--- src/rtl/rvfi_trace_capture_if.sv ---
`default_nettype none
// ============================================================================
// Module      : rvfi_trace_capture_if
// Description : RVFI retirement port plus the valid/ready trace record stream.
// Revision    : 1.0 - initial release
// ============================================================================
interface rvfi_trace_capture_if;
    logic         rvfi_valid;
    logic [63:0]  rvfi_order;
    logic [31:0]  rvfi_insn;
    logic         rvfi_trap;
    logic         rvfi_halt;
    logic         rvfi_intr;
    logic [1:0]   rvfi_mode;
    logic [4:0]   rvfi_rd_addr;
    logic [31:0]  rvfi_rd_wdata;
    logic [31:0]  rvfi_pc_rdata;
    logic [31:0]  rvfi_mem_addr;
    logic [3:0]   rvfi_mem_rmask;
    logic [3:0]   rvfi_mem_wmask;
    logic         trace_valid_o;
    logic         trace_ready_i;
    logic [185:0] trace_data_o;

    modport master (
        output rvfi_valid, rvfi_order, rvfi_insn, rvfi_trap, rvfi_halt,
               rvfi_intr, rvfi_mode, rvfi_rd_addr, rvfi_rd_wdata,
               rvfi_pc_rdata, rvfi_mem_addr, rvfi_mem_rmask, rvfi_mem_wmask,
               trace_ready_i,
        input  trace_valid_o, trace_data_o
    );

    modport slave (
        input  rvfi_valid, rvfi_order, rvfi_insn, rvfi_trap, rvfi_halt,
               rvfi_intr, rvfi_mode, rvfi_rd_addr, rvfi_rd_wdata,
               rvfi_pc_rdata, rvfi_mem_addr, rvfi_mem_rmask, rvfi_mem_wmask,
               trace_ready_i,
        output trace_valid_o, trace_data_o
    );
endinterface
`default_nettype wire

--- src/rtl/rvfi_trace_capture.sv ---
`default_nettype none
// ============================================================================
// Module      : rvfi_trace_capture
// Description : Packs RVFI retirements into 186-bit records, buffers them in a
//               FWFT FIFO and tracks retire/drop statistics and order gaps.
// Revision    : 1.0 - initial release
// ============================================================================
module rvfi_trace_capture #(
    parameter int DEPTH = 4,
    parameter int CNT_W = 32
) (
    input  wire                       clk_i,
    input  wire                       rst_i,
    input  wire [31:0]                hart_id_i,
    input  wire                       clear_i,
    rvfi_trace_capture_if.slave       bus,
    output logic [CNT_W-1:0]          retire_cnt_o,
    output logic [CNT_W-1:0]          drop_cnt_o,
    output logic                      overflow_o,
    output logic                      order_err_o,
    output logic [$clog2(DEPTH):0]    fifo_level_o
);
    localparam int AW = $clog2(DEPTH);
    localparam int LW = AW + 1;
    localparam logic [LW-1:0] c_FULL = LW'(DEPTH);

    logic [185:0]      r_mem [DEPTH];
    logic [AW-1:0]     r_wptr;
    logic [AW-1:0]     r_rptr;
    logic [LW-1:0]     r_level;
    logic [CNT_W-1:0]  r_retire_cnt;
    logic [CNT_W-1:0]  r_drop_cnt;
    logic              r_overflow;
    logic              r_order_err;
    logic              r_base_set;
    logic [63:0]       r_base;

    logic              w_empty;
    logic              w_full;
    logic              w_pop;
    logic              w_push;
    logic              w_drop;
    logic [31:0]       w_wdata_eff;
    logic [185:0]      w_record;
    logic [23:0]       w_unused_hart;

    assign w_unused_hart = hart_id_i[31:8];

    assign w_empty = (r_level == '0);
    assign w_full  = (r_level == c_FULL);
    assign w_pop   = !w_empty && bus.trace_ready_i;
    // A full FIFO still accepts a retirement when the head leaves on the same edge.
    assign w_push  = bus.rvfi_valid && (!w_full || w_pop);
    assign w_drop  = bus.rvfi_valid && w_full && !w_pop;

    assign w_wdata_eff = (bus.rvfi_rd_addr == 5'd0) ? 32'd0 : bus.rvfi_rd_wdata;
    assign w_record = {hart_id_i[7:0], bus.rvfi_order[31:0], bus.rvfi_pc_rdata,
                       bus.rvfi_insn, bus.rvfi_rd_addr, w_wdata_eff,
                       bus.rvfi_mem_addr, bus.rvfi_mem_rmask, bus.rvfi_mem_wmask,
                       bus.rvfi_trap, bus.rvfi_intr, bus.rvfi_halt, bus.rvfi_mode};

    always_ff @(posedge clk_i) begin
        if (w_push) begin
            r_mem[r_wptr] <= w_record;
        end
    end

    always_ff @(posedge clk_i or posedge rst_i) begin
        if (rst_i) begin
            r_wptr  <= '0;
            r_rptr  <= '0;
            r_level <= '0;
        end else begin
            if (w_push) begin
                r_wptr <= r_wptr + 1'b1;
            end
            if (w_pop) begin
                r_rptr <= r_rptr + 1'b1;
            end
            if (w_push && !w_pop) begin
                r_level <= r_level + 1'b1;
            end else if (w_pop && !w_push) begin
                r_level <= r_level - 1'b1;
            end
        end
    end

    // Clear wins over same-cycle statistic updates; the FIFO itself is untouched.
    always_ff @(posedge clk_i or posedge rst_i) begin
        if (rst_i) begin
            r_retire_cnt <= '0;
            r_drop_cnt   <= '0;
            r_overflow   <= 1'b0;
            r_order_err  <= 1'b0;
            r_base_set   <= 1'b0;
            r_base       <= '0;
        end else if (clear_i) begin
            r_retire_cnt <= '0;
            r_drop_cnt   <= '0;
            r_overflow   <= 1'b0;
            r_order_err  <= 1'b0;
            r_base_set   <= 1'b0;
        end else if (bus.rvfi_valid) begin
            r_retire_cnt <= r_retire_cnt + 1'b1;
            if (w_drop) begin
                r_overflow <= 1'b1;
                if (r_drop_cnt != '1) begin
                    r_drop_cnt <= r_drop_cnt + 1'b1;
                end
            end
            if (r_base_set && (bus.rvfi_order != r_base + 64'd1)) begin
                r_order_err <= 1'b1;
            end
            r_base     <= bus.rvfi_order;
            r_base_set <= 1'b1;
        end
    end

    assign bus.trace_valid_o = !w_empty;
    assign bus.trace_data_o  = w_empty ? '0 : r_mem[r_rptr];
    assign retire_cnt_o      = r_retire_cnt;
    assign drop_cnt_o        = r_drop_cnt;
    assign overflow_o        = r_overflow;
    assign order_err_o       = r_order_err;
    assign fifo_level_o      = r_level;
endmodule
`default_nettype wire

--- src/flat_wrapper.sv ---
// flat-port wrapper written by rule: the top's interface ports become plain ports
module rvfi_trace_capture_flat 
#(
    parameter int DEPTH = 4,
    parameter int CNT_W = 32
)
  (clk_i, rst_i, hart_id_i, clear_i, retire_cnt_o, drop_cnt_o, overflow_o, order_err_o, fifo_level_o, bus_rvfi_valid, bus_rvfi_order, bus_rvfi_insn, bus_rvfi_trap, bus_rvfi_halt, bus_rvfi_intr, bus_rvfi_mode, bus_rvfi_rd_addr, bus_rvfi_rd_wdata, bus_rvfi_pc_rdata, bus_rvfi_mem_addr, bus_rvfi_mem_rmask, bus_rvfi_mem_wmask, bus_trace_ready_i, bus_trace_valid_o, bus_trace_data_o);
  rvfi_trace_capture_if bus_i ();
  input  wire clk_i;
  input  wire rst_i;
  input  wire [31:0] hart_id_i;
  input  wire clear_i;
  output logic [CNT_W-1:0] retire_cnt_o;
  output logic [CNT_W-1:0] drop_cnt_o;
  output logic overflow_o;
  output logic order_err_o;
  output logic [$clog2(DEPTH):0] fifo_level_o;
  input wire logic [$bits(bus_i.rvfi_valid)-1:0] bus_rvfi_valid;
  input wire logic [$bits(bus_i.rvfi_order)-1:0] bus_rvfi_order;
  input wire logic [$bits(bus_i.rvfi_insn)-1:0] bus_rvfi_insn;
  input wire logic [$bits(bus_i.rvfi_trap)-1:0] bus_rvfi_trap;
  input wire logic [$bits(bus_i.rvfi_halt)-1:0] bus_rvfi_halt;
  input wire logic [$bits(bus_i.rvfi_intr)-1:0] bus_rvfi_intr;
  input wire logic [$bits(bus_i.rvfi_mode)-1:0] bus_rvfi_mode;
  input wire logic [$bits(bus_i.rvfi_rd_addr)-1:0] bus_rvfi_rd_addr;
  input wire logic [$bits(bus_i.rvfi_rd_wdata)-1:0] bus_rvfi_rd_wdata;
  input wire logic [$bits(bus_i.rvfi_pc_rdata)-1:0] bus_rvfi_pc_rdata;
  input wire logic [$bits(bus_i.rvfi_mem_addr)-1:0] bus_rvfi_mem_addr;
  input wire logic [$bits(bus_i.rvfi_mem_rmask)-1:0] bus_rvfi_mem_rmask;
  input wire logic [$bits(bus_i.rvfi_mem_wmask)-1:0] bus_rvfi_mem_wmask;
  input wire logic [$bits(bus_i.trace_ready_i)-1:0] bus_trace_ready_i;
  output wire logic [$bits(bus_i.trace_valid_o)-1:0] bus_trace_valid_o;
  output wire logic [$bits(bus_i.trace_data_o)-1:0] bus_trace_data_o;
  assign bus_i.rvfi_valid = bus_rvfi_valid;
  assign bus_i.rvfi_order = bus_rvfi_order;
  assign bus_i.rvfi_insn = bus_rvfi_insn;
  assign bus_i.rvfi_trap = bus_rvfi_trap;
  assign bus_i.rvfi_halt = bus_rvfi_halt;
  assign bus_i.rvfi_intr = bus_rvfi_intr;
  assign bus_i.rvfi_mode = bus_rvfi_mode;
  assign bus_i.rvfi_rd_addr = bus_rvfi_rd_addr;
  assign bus_i.rvfi_rd_wdata = bus_rvfi_rd_wdata;
  assign bus_i.rvfi_pc_rdata = bus_rvfi_pc_rdata;
  assign bus_i.rvfi_mem_addr = bus_rvfi_mem_addr;
  assign bus_i.rvfi_mem_rmask = bus_rvfi_mem_rmask;
  assign bus_i.rvfi_mem_wmask = bus_rvfi_mem_wmask;
  assign bus_i.trace_ready_i = bus_trace_ready_i;
  assign bus_trace_valid_o = bus_i.trace_valid_o;
  assign bus_trace_data_o = bus_i.trace_data_o;
  rvfi_trace_capture #(.DEPTH(DEPTH), .CNT_W(CNT_W)) u_core (.clk_i(clk_i), .rst_i(rst_i), .hart_id_i(hart_id_i), .clear_i(clear_i), .bus(bus_i), .retire_cnt_o(retire_cnt_o), .drop_cnt_o(drop_cnt_o), .overflow_o(overflow_o), .order_err_o(order_err_o), .fifo_level_o(fifo_level_o));
endmodule
--- config.mk ---
export PLATFORM = sky130hd
export DESIGN_NAME = rvfi_trace_capture_flat
export DESIGN_NICKNAME = d
export VERILOG_FILES = /design/src/rtl/rvfi_trace_capture_if.sv /design/src/rtl/rvfi_trace_capture.sv /design/src/flat_wrapper.sv
export SDC_FILE = /design/constraint.sdc
export NUM_CORES = 1
export LEC_CHECK = 0
export BUFFER_PORTS_ARGS = -buffer_cell sky130_fd_sc_hd__buf_2
export CAP_MARGIN = 20
export CORE_ASPECT_RATIO = 0.8
export CORE_MARGIN = 2
export CORE_UTILIZATION = 50
export CTS_CLUSTER_DIAMETER = 120
export DETAILED_ROUTE_END_ITERATION = 10
export PLACE_DENSITY = 0.82
export SLEW_MARGIN = 0
export SYNTH_ARGS = -nofsm -noshare
export SYNTH_HDL_FRONTEND = slang
export SYNTH_SLANG_ARGS = --single-unit
export TNS_END_PERCENT = 100
--- constraint.sdc ---
create_clock -name clk_i -period 10.35 [get_ports clk_i]
set_input_delay 0.5175 -clock clk_i [delete_from_list [all_inputs] [get_ports clk_i]]
set_output_delay 0.5175 -clock clk_i [all_outputs]
set_load 0.02 [all_outputs]
=== After elaboration in Yosys (flattened, before gate mapping) ===
Memory sizes are Yosys's and may differ from the RTL's.
Cells that the tools add are included.

* Bits in registers: 138
* Memories: 1
* Word-level logic and storage cells: 64
* Output and inout bits: 256
* RAM bits: 744

{| class="wikitable"
|+ Memory list
! name !! words !! bits a word !! rd ports !! clocked after memory_dff !! wr ports !! line !! text
|-
| u_core.r_mem || 4 || 186 || 1 || 0 || 1 || rvfi_trace_capture.sv:27 || <nowiki>logic [185:0] r_mem [DEPTH];</nowiki>
|}

* Reductions and logical operators: 23
* Multiplexer cells: 20
* Bitwise gates (word level): 1
* Equality and inequality tests: 3
* Add/sub/neg operators: 7

{| class="wikitable"
|+ Operators with widths
! kind !! count
|-
| $mux W32 || 7
|-
| $mux W186 || 1
|-
| $add A32 B1 Y32 const B || 2
|-
| $add A64 B1 Y64 const B || 1
|-
| $ne A64 B64 Y1 || 1
|-
| $ne A32 B32 Y1 const B || 1
|-
| $mux W1 || 10
|-
| $reduce_bool A2 Y1 || 5
|-
| $logic_and A1 B1 Y1 || 7
|-
| $mux W3 || 2
|-
| $reduce_and A2 Y1 || 3
|-
| $logic_not A5 Y1 || 1
|-
| $add A2 B1 Y2 const B || 2
|-
| $logic_not A1 Y1 || 4
|-
| $add A3 B1 Y3 const B || 1
|-
| $eq A3 B3 Y1 const B || 1
|-
| $logic_not A3 Y1 || 1
|-
| $reduce_and A3 Y1 || 1
|-
| $sub A3 B1 Y3 const B || 1
|-
| $logic_or A1 B1 Y1 || 1
|-
| $not A1 Y1 || 1
|}

=== Logic depth before layout (Yosys ltp) ===
* Word-level depth: 9
* Mapped depth: 11
* Gate-level depth less buffers: 10

=== Worst setup path after synthesis ===
No wires, ideal clock.

* Path kind: in2reg
* From: input bus_rvfi_valid
* To: memory u_core.r_mem[0][0], enable pin
* Slack: 4.449 ns
* Stages: 4
* Arrival time: 5.332 ns
* Path buffers: 2
* Setup time: 0.569 ns
* Cells stage by stage: buf_2 > nor2b_1 > clkbuf_1 > and2_1

* Cells in the longest elaborated chain, start to end: 3

{| class="wikitable"
|+ RTL lines
! element !! line !! text
|-
| start: declaration || flat_wrapper.sv:18 || <nowiki>input wire logic [$bits(bus_i.rvfi_valid)-1:0] bus_rvfi_valid;</nowiki>
|-
| $logic_and A1 B1 Y1 || rvfi_trace_capture.sv:53 || <nowiki>assign w_push = bus.rvfi_valid && (!w_full || w_pop);</nowiki>
|-
| net u_core.w_push || rvfi_trace_capture.sv:41 || <nowiki>logic w_push;</nowiki>
|-
| $mux W1 || rvfi_trace_capture.sv:63 || <nowiki>if (w_push) begin</nowiki>
|-
| $mux W1 (implied by the code) || rvfi_trace_capture.sv:64 || <nowiki>r_mem[r_wptr] <= w_record;</nowiki>
|-
| end: declaration || rvfi_trace_capture.sv:27 ||
|}

The timed path passes the listed nets, and every way through them passes these cells.

=== Worst setup path in the final report ===
* From: register u_core.r_rptr[0]
* To: output bus_trace_data_o[141]

* Cells in the longest elaborated chain, start to end: 2

{| class="wikitable"
|+ RTL lines
! element !! line !! text
|-
| start: declaration || rvfi_trace_capture.sv:29 || <nowiki>logic [AW-1:0] r_rptr;</nowiki>
|-
| start signal: assignment || rvfi_trace_capture.sv:78 || <nowiki>r_rptr <= r_rptr + 1'b1;</nowiki>
|-
| $mem_v2 Z4 W186 || - ||
|-
| $mux W186 || rvfi_trace_capture.sv:120 || <nowiki>assign bus.trace_data_o = w_empty ? '0 : r_mem[r_rptr];</nowiki>
|-
| end: declaration || flat_wrapper.sv:33 || <nowiki>output wire logic [$bits(bus_i.trace_data_o)-1:0] bus_trace_data_o;</nowiki>
|}

Every way passes these cells.

==> reports/qor.csv <==
stage,metric,value,unit
die,start_util,50.6,%
sta,clock_skew,0.0321,ns
hold_path,min_from,bus_rvfi_insn[30],
sta,setup_tns,0,ns
cells_and_area,final_layout_size_suffix_gt1_share,34.4,%
sta,layout_min_cycle_time,4.02,ns
cells_and_area,syn_to_final_growth,17.1,%
grt,grt_max_degree,157,
yosys,syn_area,36500,um^2
yosys,synth-seq-area-share,70.7,%
detailed_routing,wl_per_cell,23.0,um
worst_setup_path,startpoint_type,flip-flop,
sta,rsz0062_at_grt,false,
die,core_area,72100,um^2
yosys,synth_seq_cells,882,
yosys,synthTopCellsByArea,"edfxtp_1 (61%), mux4_2 (11%), dfrtp_1 (9.5%)",
detailed_routing,vias,20436,
detailed_routing,dr.pass1.iters,5,
die,die_h,246,um
cells_and_area,mostFrequentLayoutCell,edfxtp_1,
sta,layout_setup_ws,6.33,ns
grt,grt_overflow,0,
worst_setup_path,crit_type,reg -> out,
clocking,clockBufferDepth,3,
clocking,cts_tree,yes,
worst_setup_path,crit_path_end_kind,primary output,
pwr,p_per_area,276,nW/um^2
sta,slew_headroom,19.4,%
place,numPortBuffers,478,
worst_setup_path,r2r_cells,4,
clocking,numCtsBuffers,84,
cells_and_area,fillCellCount,5190,
pwr,power.leakage,15.2,nW
worst_setup_path,crit_arrival,3.51,ns
clocking,path_clk_slew,0.06,ns
yosys,synthCells,2074,
yosys,syn_nets,2330,
worst_setup_path,reg2reg_slack,6.98,ns
worst_setup_path,worstReg2RegStart,u_core.fifo_level_o[2]$_DFFE_PP0P_,
place,dp_cells,3424,
detailed_routing,ant_nets,0,
cells_and_area,final_nets,2822,
place,post-place-ws,6.62,ns
yosys,yosys.area.top_type,edfxtp_1,
clocking,cts_hold_buffers,1,
place,dp_hpwl,50700,um
detailed_routing,finalWirelength,82600,um
clocking,clk_latency,0.65,ns
sta,hold_viol,0,
detailed_routing,drc,0,
die,io_pins,503,
die,fp.dieW,306,um
detailed_routing,drt_iter0_drc,1837,
clocking,cts.repair.resized,0,
place,gp_congestion,0.914,
hold_path,holdPathEnd,u_core.r_mem[2][112]$_DFFE_PP_,
cells_and_area,multi_input_area,10300,um^2
pwr,irDropWorstVdd,0.253,mV
yosys,synth-async-reset-ratio,15.6,%
clocking,cts_setup_buffers,0,
worst_setup_path,timing.rr.end,u_core.r_mem[0][97]$_DFFE_PP_,
sta,slew_viol_final,0,
die,dieArea,75100,um^2
die,fp-row-count,88,
yosys,ys_types,66,
grt,grt_pass1_wl,125000,um
sta,fmax,248,MHz
yosys,yosysWarningCount,0,
status,status,finished clean,
clocking,htree_levels,3,
sta,worstMarginPinSlew,1.21,ns
yosys,synth_edf_count,744,
yosys,avgSynthCellArea,17.6,um^2
cells_and_area,instances_no_fill,3590,
hold_path,hold_depth,1,
yosys,synth_top_cell_area_share,61.3,%
run,maxCapViolCount,0,
worst_setup_path,crit_required,9.83,ns
worst_setup_path,crit_fanout,111,
hold_path,min_path_type,in -> reg,
clocking,clkSinkCount,882,
sta,setup-violations-final,0,
grt,track_usage,21.7,%
cells_and_area,seq_area,25800,um^2
clocking,cts_root_buffer,clkbuf_16,
detailed_routing,via_per_inst,5.69,
grt,grt_pass1_vias,21104,
yosys,synth_flop_cell,edfxtp_1,
cells_and_area,final_cell_mix,"edfxtp_1 (744), buf_2 (478), and2_1 (191)",
grt,antenna_found_initial,21,
sta,period_share,38.9,%
==> layout make-up <==
type | count | area share, %
diodes | 12 | 0.0703
repair buffers | 494 | 6.04
clock inverters | 51 | 1.24
inverters | 17 | 0.161
multi-input cells | 1087 | 24.1
flip-flops and latches | 882 | 60.4
well taps | 945 | 2.77
clock buffers | 102 | 5.16
==> cells in the mapped netlist, drive strengths merged (4+ instances only) <==
library cell and number:
mux4 186, and3 17, nor4 16, o21ai 27, ha 8, a31oi 5, nor2 108, edfxtp 744
clkbuf 57, nand2 71, or4 4, mux2i 6, a21oi 27, inv 17, and2 196, xor2 69
nor3 17, nand3 47, mux2 62, nor2b 39, nand4 42, or3 16, dfrtp 138, buf 31
xnor2 76, and4 8
==> worst max path at each step <==
stage / start / to / slack (ns) / cells after the start
final: u_core.r_rptr[0]$_DFFE_PP0P_ / bus_trace_data_o[141] / 6.33 / 4
after global routing: u_core.r_rptr[0]$_DFFE_PP0P_ / bus_trace_data_o[162] / 6.03 / 4
after CTS: u_core.r_rptr[0]$_DFFE_PP0P_ / bus_trace_data_o[97] / 6.21 / 4
after detailed placement: bus_rvfi_valid / u_core.r_mem[0][112]$_DFFE_PP_ / 6.62 / 4
after global placement: bus_rvfi_valid / u_core.r_mem[0][111]$_DFFE_PP_ / 6.68 / 4
after floorplan: bus_rvfi_valid / u_core.r_mem[0][0]$_DFFE_PP_ / 4.45 / 4
==> cells by family after synthesis <==
kind of cell | after synthesis | share of synthesized area (%)
DFF | 882 | 70.7
muxes | 254 | 13.6
AOI/OAI and AO/OA | 86 | 1.47
xor gates and xnor gates | 145 | 3.48
and+or+nand+nor | 592 | 9.30
adders and majority gates | 10 | 0.357
buffers and inverters | 105 | 1.10
==> per-layer routing <==
metal / track usage, % / vias up / part of all wire (%)
li1: - / 9008 / -
met1: 27.7 / 10534 / 39
met2: 36.7 / 707 / 51
met3: 5.38 / 161 / 6.8
met4: 7.08 / 26 / 2.7
met5: 0 / - / 0.19
==> power by group <==
part	leakage, nW	total, mW	switching, mW	internal [mW]
registers	8.59	4.83	0.276	4.56
clock network	1.33	3.03	1.34	1.69
logic	5.33	3.92	2.31	1.61
total	15.2	11.8	3.93	7.85
==> metrics by stage <==
| step | power [mW] | utilization (%) | cell area, um^2 | hold slack, ns |
|---|---|---|---|---|
| 2_1_floorplan | 7.60 | - | 36500 | 0.460 |
| 3_3_place_gp | 8.74 | 55.4 | 39900 | 0.482 |
| 3_5_place_dp | 8.84 | 55.4 | 39900 | 0.492 |
| 4_1_cts | 11.9 | 59.2 | 42700 | 0.0255 |
| 5_1_grt | 12.3 | 59.2 | 42700 | 0.0399 |
| 6_report | 11.8 | 59.2 | 42700 | 0.0779 |
==> flip-flops by register name (all words and copies together) (netlist names) <==
name	count
u_core.r_wptr	2
u_core.r_rptr	2
u_core.drop_cnt_o	32
u_core.retire_cnt_o	32
u_core.r_base	64
u_core.r_mem	744
u_core.overflow_o	1
u_core.r_base_set	1
u_core.fifo_level_o	3
u_core.order_err_o	1
==> critical path, stage by stage (launching register included) <==
cell	delay, ns
dfrtp_4	0.97
buf_12	0.73
mux4_2	0.59
and2_1	0.19
buf_2	0.17
(Power assumes the default switching activity.)
